`config.mk`:
```
export PLATFORM = sky130hd
export DESIGN_NAME = mme_accum_wb
export DESIGN_NICKNAME = d
export VERILOG_FILES = /design/src/rtl/mme_accum_wb.sv
export SDC_FILE = /design/constraint.sdc
export NUM_CORES = 2
export LEC_CHECK = 0
export ABC_AREA = 0
export CAP_MARGIN = 20
export CORE_AREA = 2 2 466 468
export CTS_CLUSTER_SIZE = 40
export DETAILED_ROUTE_END_ITERATION = 12
export DIE_AREA = 0 0 468 470
export PLACE_DENSITY = 0.33
export SLEW_MARGIN = 20
export SYNTH_ARGS = -nofsm -noshare
export SYNTH_HDL_FRONTEND = slang
export SYNTH_SLANG_ARGS = --single-unit
```
`constraint.sdc`:
```
create_clock -name clk -period 3.9 [get_ports clk]
set_input_delay 0.78 -clock clk [delete_from_list [all_inputs] [get_ports clk]]
set_output_delay 0.78 -clock clk [all_outputs]
set_load 0.005 [all_outputs]
```
`src/rtl/mme_accum_wb.sv`:
```
// Writeback of an SA_WIDTH x SA_WIDTH accumulator tile to memory, one AXI INCR burst per row.
// Elements are saturated to DW bits at capture; only one burst is outstanding at a time.
module mme_accum_wb #(
   parameter int unsigned DW       = 32,
   parameter int unsigned SA_WIDTH = 4,
   parameter int unsigned AW       = 32
) (
   input  logic                 clk,
   input  logic                 rst_n,
   input  logic                 start_i,
   input  logic [AW-1:0]        base_addr_i,
   input  logic [AW-1:0]        row_stride_i,
   input  logic signed [2*DW:0] accum_i [SA_WIDTH][SA_WIDTH],
   output logic                 busy_o,
   output logic                 done_o,
   output logic                 err_o,
   output logic                 awvalid_o,
   input  logic                 awready_i,
   output logic [AW-1:0]        awaddr_o,
   output logic [3:0]           awlen_o,
   output logic [2:0]           awsize_o,
   output logic [1:0]           awburst_o,
   output logic [3:0]           awid_o,
   output logic                 wvalid_o,
   input  logic                 wready_i,
   output logic [DW-1:0]        wdata_o,
   output logic [DW/8-1:0]      wstrb_o,
   output logic                 wlast_o,
   output logic [3:0]           wid_o,
   input  logic                 bvalid_i,
   output logic                 bready_o,
   input  logic [1:0]           bresp_i,
   input  logic [3:0]           bid_i
);

   localparam int unsigned IW = (SA_WIDTH > 1) ? $clog2(SA_WIDTH) : 1;
   localparam logic [IW-1:0] Last = IW'(SA_WIDTH - 1);

   typedef enum logic [2:0] {StIdle, StAw, StW, StB, StDone} state_e;

   state_e          state_q, state_d;
   logic [IW-1:0]   row_q, row_d;
   logic [IW-1:0]   k_q, k_d;
   logic [AW-1:0]   addr_q, addr_d;
   logic [AW-1:0]   stride_q, stride_d;
   logic            err_q, err_d;
   logic            capture;
   logic [DW-1:0]   data_q [SA_WIDTH][SA_WIDTH];
   logic            unused_bid;

   assign unused_bid = ^bid_i;

   // Fits in DW bits when the top DW+2 bits are all copies of the sign.
   function automatic logic [DW-1:0] sat(input logic signed [2*DW:0] v);
      if ((&v[2*DW:DW-1]) || !(|v[2*DW:DW-1])) begin
         return v[DW-1:0];
      end else if (v[2*DW]) begin
         return {1'b1, {(DW-1){1'b0}}};
      end else begin
         return {1'b0, {(DW-1){1'b1}}};
      end
   endfunction

   always_comb begin
      state_d  = state_q;
      row_d    = row_q;
      k_d      = k_q;
      addr_d   = addr_q;
      stride_d = stride_q;
      err_d    = err_q;
      capture  = 1'b0;
      unique case (state_q)
         StIdle: begin
            if (start_i) begin
               capture  = 1'b1;
               row_d    = '0;
               k_d      = '0;
               addr_d   = base_addr_i;
               stride_d = row_stride_i;
               err_d    = 1'b0;
               state_d  = StAw;
            end
         end
         StAw: begin
            if (awready_i) begin
               k_d     = '0;
               state_d = StW;
            end
         end
         StW: begin
            if (wready_i) begin
               if (k_q == Last) begin
                  state_d = StB;
               end else begin
                  k_d = k_q + 1'b1;
               end
            end
         end
         StB: begin
            if (bvalid_i) begin
               if (bresp_i != 2'b00) begin
                  err_d = 1'b1;
               end
               if (row_q == Last) begin
                  state_d = StDone;
               end else begin
                  row_d   = row_q + 1'b1;
                  addr_d  = addr_q + stride_q;
                  state_d = StAw;
               end
            end
         end
         StDone:  state_d = StIdle;
         default: state_d = StIdle;
      endcase
   end

   always_ff @(posedge clk or negedge rst_n) begin
      if (!rst_n) begin
         state_q  <= StIdle;
         row_q    <= '0;
         k_q      <= '0;
         addr_q   <= '0;
         stride_q <= '0;
         err_q    <= 1'b0;
      end else begin
         state_q  <= state_d;
         row_q    <= row_d;
         k_q      <= k_d;
         addr_q   <= addr_d;
         stride_q <= stride_d;
         err_q    <= err_d;
      end
   end

   always_ff @(posedge clk or negedge rst_n) begin
      if (!rst_n) begin
         for (int r = 0; r < int'(SA_WIDTH); r++) begin
            for (int c = 0; c < int'(SA_WIDTH); c++) begin
               data_q[r][c] <= '0;
            end
         end
      end else if (capture) begin
         for (int r = 0; r < int'(SA_WIDTH); r++) begin
            for (int c = 0; c < int'(SA_WIDTH); c++) begin
               data_q[r][c] <= sat(accum_i[r][c]);
            end
         end
      end
   end

   // All handshake outputs decode from registered state only.
   assign awvalid_o = (state_q == StAw);
   assign wvalid_o  = (state_q == StW);
   assign bready_o  = (state_q == StB);
   assign done_o    = (state_q == StDone);
   assign busy_o    = (state_q == StAw) || (state_q == StW) || (state_q == StB);
   assign err_o     = err_q;

   assign awaddr_o  = addr_q;
   assign awlen_o   = 4'(SA_WIDTH - 1);
   assign awsize_o  = 3'($clog2(DW / 8));
   assign awburst_o = 2'b01;
   assign awid_o    = 4'd0;

   assign wdata_o   = data_q[row_q][k_q];
   assign wstrb_o   = '1;
   assign wlast_o   = (state_q == StW) && (k_q == Last);
   assign wid_o     = 4'd0;

endmodule

```
==> results.cfg <==
[critical_path]
startpoint = row_q[0]
cp_common_cell = mux4_2
start_kind = flop
crit_buf_inv = 3
cp_slowest_cell = mux4_2
critPathTopFamily = multiplexers
worstReg2RegStart = awaddr_o[0]
critPathRequiredTime_ns = 3.12
path_class = reg -> out
cp_cell_sequence = buf_8 > buf_16 > mux4_2 > mux4_2 > buf_6
critPathArrivalTime_ns = 3.12
cp_max_fo = 5
cp_slowest_stage_delay_ns = 0.70
worstReg2RegEnd = awaddr_o[28]
ff2ff_path_depth = 12
r2r_slack_ns = 0.44
worst_setup_path_end_kind = primary output

[timing]
period_needed_ns = 3.90
fmax_ghz = 0.256
skew_ns = 0.0439
hold_ws_ns = 0.0789
finalMaxSlewViolations = 0
finalCritPeriodShare_pct = 100
setup_viol = 0
worst_slew_pin_slew_ns = 1.10
finalHoldViolCount = 0
rsz0062_at_grt = yes
tns_ns = 0
max-slew-margin-rel_pct = 26.7

[logic_synthesis]
synth.most_common_cell = nand2_1
synthArstFlopShare_pct = 100
ys_seq_elements = 584
yosysSeqAreaShare_pct = 46.3
yosys_warnings = 0
synth_top_cells_by_area = dfrtp_1 (46%), mux4_2 (11%), a21oi_1 (8.7%), nand2_1 (8.3%), o21ai_0 (7.2%)
synthFlopType = dfrtp_1
synth_common_cells = nand2_1 (697), dfrtp_1 (584), a21oi_1 (550)
synth_top_area_cell = dfrtp_1
netlist_area_mm2 = 0.0316
syn_area_per_cell_um2 = 9.19
synth_enable_flop_cells = 0
yosysUniqueCellTypes = 62
synthCells = 3438
synth_top_area_share_pct = 46.3

[detailed_routing]
dr.pass1.iters = 5
viasPerCell = 4.28
antenna_left = 0
wl_um = 214000
post_drt_wl_per_cell_um = 28.2
num_vias = 32400
drc = 0
drtIter0Drc = 1666

[final_layout]
syn_to_final_growth_pct = 62.7
n_fill_cell = 23500
post-route-util_pct = 23.8
multi_input_comb_area_mm2 = 0.0161
seqCellArea_mm2 = 0.0146
fin_cells = 7579
layout-drive-gt1-share_pct = 12.3
final_nets = 5795

[power_and_ir_drop]
ir_drop_uv = 327
power_leakage_nw = 20.2
powerDensity_mw_per_mm2 = 712

[clock_network]
htreeDepth = 3
root_buffer = clkbuf_16
clock_latency_ns = 0.73
path_clk_slew_ns = 0.06
numClockSinks = 584
cts_tree = done
clockBufferDepth = 3
numCtsBuffers = 85

[global_route]
antenna_found_initial = 106
grt_max_degree = 175
grtUsageTotal_pct = 18.9
grt_pass1_wl_um = 288000
overflow = 0
grt_pass1_vias = 33700

[die]
rows = 171
fp.dieH_um = 470
die_w_um = 468
start_util_pct = 14.7
io_pins = 1208
die_area_mm2 = 0.220
core_region_area_mm2 = 0.216

[flow_run]
cap_violations = 0

[placement]
dp.cells = 7384
hpwl_um = 174000
gp_congestion = 0.938
port_buffers = 1182

[outcome]
outcome = finished clean

[min_path]
hold_class = in -> async
final cells by class:
cell class	instances	area share, %
clock buffer	125	4.86
tap	2854	6.95
clock inverter	21	0.589
inverter	15	0.110
timing repair buffer	1391	27.7
antenna	21	0.102
multi-input combinational	2568	31.3
sequential	584	28.4
layout by cell type, fill, tap and decap left out, drive strengths merged, types with 2 or more instances in the layout:
| cell type | Yosys | routed |
|---|---|---|
| mux4 | 160 | 160 |
| xnor2 | 16 | 16 |
| a221o | 2 | 2 |
| a41oi | 3 | 3 |
| bufinv | 0 | 5 |
| and2 | 4 | 4 |
| conb | 2 | 21 |
| nand3 | 28 | 28 |
| xor2 | 7 | 7 |
| a221oi | 3 | 3 |
| ha | 33 | 33 |
| nand4 | 144 | 144 |
| o31ai | 2 | 2 |
| and3 | 8 | 8 |
| o21bai | 5 | 5 |
| clkinv | 1 | 12 |
| nor3 | 10 | 10 |
| diode | 0 | 21 |
| nor2b | 2 | 2 |
| a21o | 16 | 16 |
| nand2b | 3 | 3 |
| a311oi | 4 | 4 |
| a211oi | 3 | 3 |
| nand3b | 2 | 2 |
| buf | 41 | 239 |
| a211o | 2 | 2 |
| nand2 | 697 | 697 |
| o311a | 2 | 2 |
| or4 | 49 | 49 |
| clkbuf | 249 | 126 |
| dfrtp | 584 | 584 |
| a31oi | 12 | 12 |
| inv | 14 | 18 |
| o21ai | 549 | 549 |
| a21oi | 550 | 550 |
| nor4 | 128 | 128 |
| and4 | 16 | 16 |
| nor2 | 69 | 69 |
| clkdlybuf4s50 | 0 | 1149 |
| o221ai | 2 | 2 |
stage by stage:
step	cell area [um^2]	power, mW	setup WS (ns)
after floorplan	31700	19.3	0.809
after global placement	48100	28.7	0.122
after detailed placement	48100	28.9	0.0506
after CTS	51300	37.5	-0.134
after global routing	51400	39.5	-0.0856
final	51400	36.6	0.000769
sequential cells by signal, indices dropped and copies added, names as in the netlist:
register,count
awaddr_o,32
data_q,512
k_q,2
row_q,2
state_q,3
stride_q,32
err_o,1
cell families after synthesis:
group	count (synthesis)	share of synthesized area (%)
buffers and inverters	305	3.89
muxes	162	11.5
xor gates and xnor gates	23	0.638
AOI/OAI and AO/OA	1162	19.1
DFF	584	46.3
adders and majority gates	34	1.37
and+or+nand+nor	1166	17.3
other	2	0.0238
how the worst max path moves through the flow:
stage,cells past startpoint,end
floorplan,5,wdata_o[0]
global placement,12,data_q[373]
detailed placement,12,data_q[373]
CTS,5,wdata_o[29]
global route,5,wdata_o[29]
finish,5,wdata_o[29]
routing by layer:
layer | global-route usage (%) | routed length (um) | share of wire, % | up-vias
met3 | 5.27 | 14900 | 7.0 | 268
met2 | 30.7 | 98200 | 46 | 1115
met5 | 0 | 324 | 0.15 | -
met1 | 25.1 | 96200 | 45 | 15900
li1 | - | - | - | 15100
met4 | 3.63 | 4370 | 2.0 | 52
where the power goes:
part	switching (mW)	internal, mW	leakage (nW)
clock network	3.19	4.76	1.38
registers	1.92	9.01	7.26
logic	10.1	7.61	11.6
repair_timing:
item	4_1_cts	5_1_grt
hold buffers	0	0
pin swaps	0	0
gates cloned	5	0
buffers inserted	19	6
gates resized for setup	129	13
endpoints found under the setup margin	32	18
Note: power is estimated with default switching activity, not from simulation.
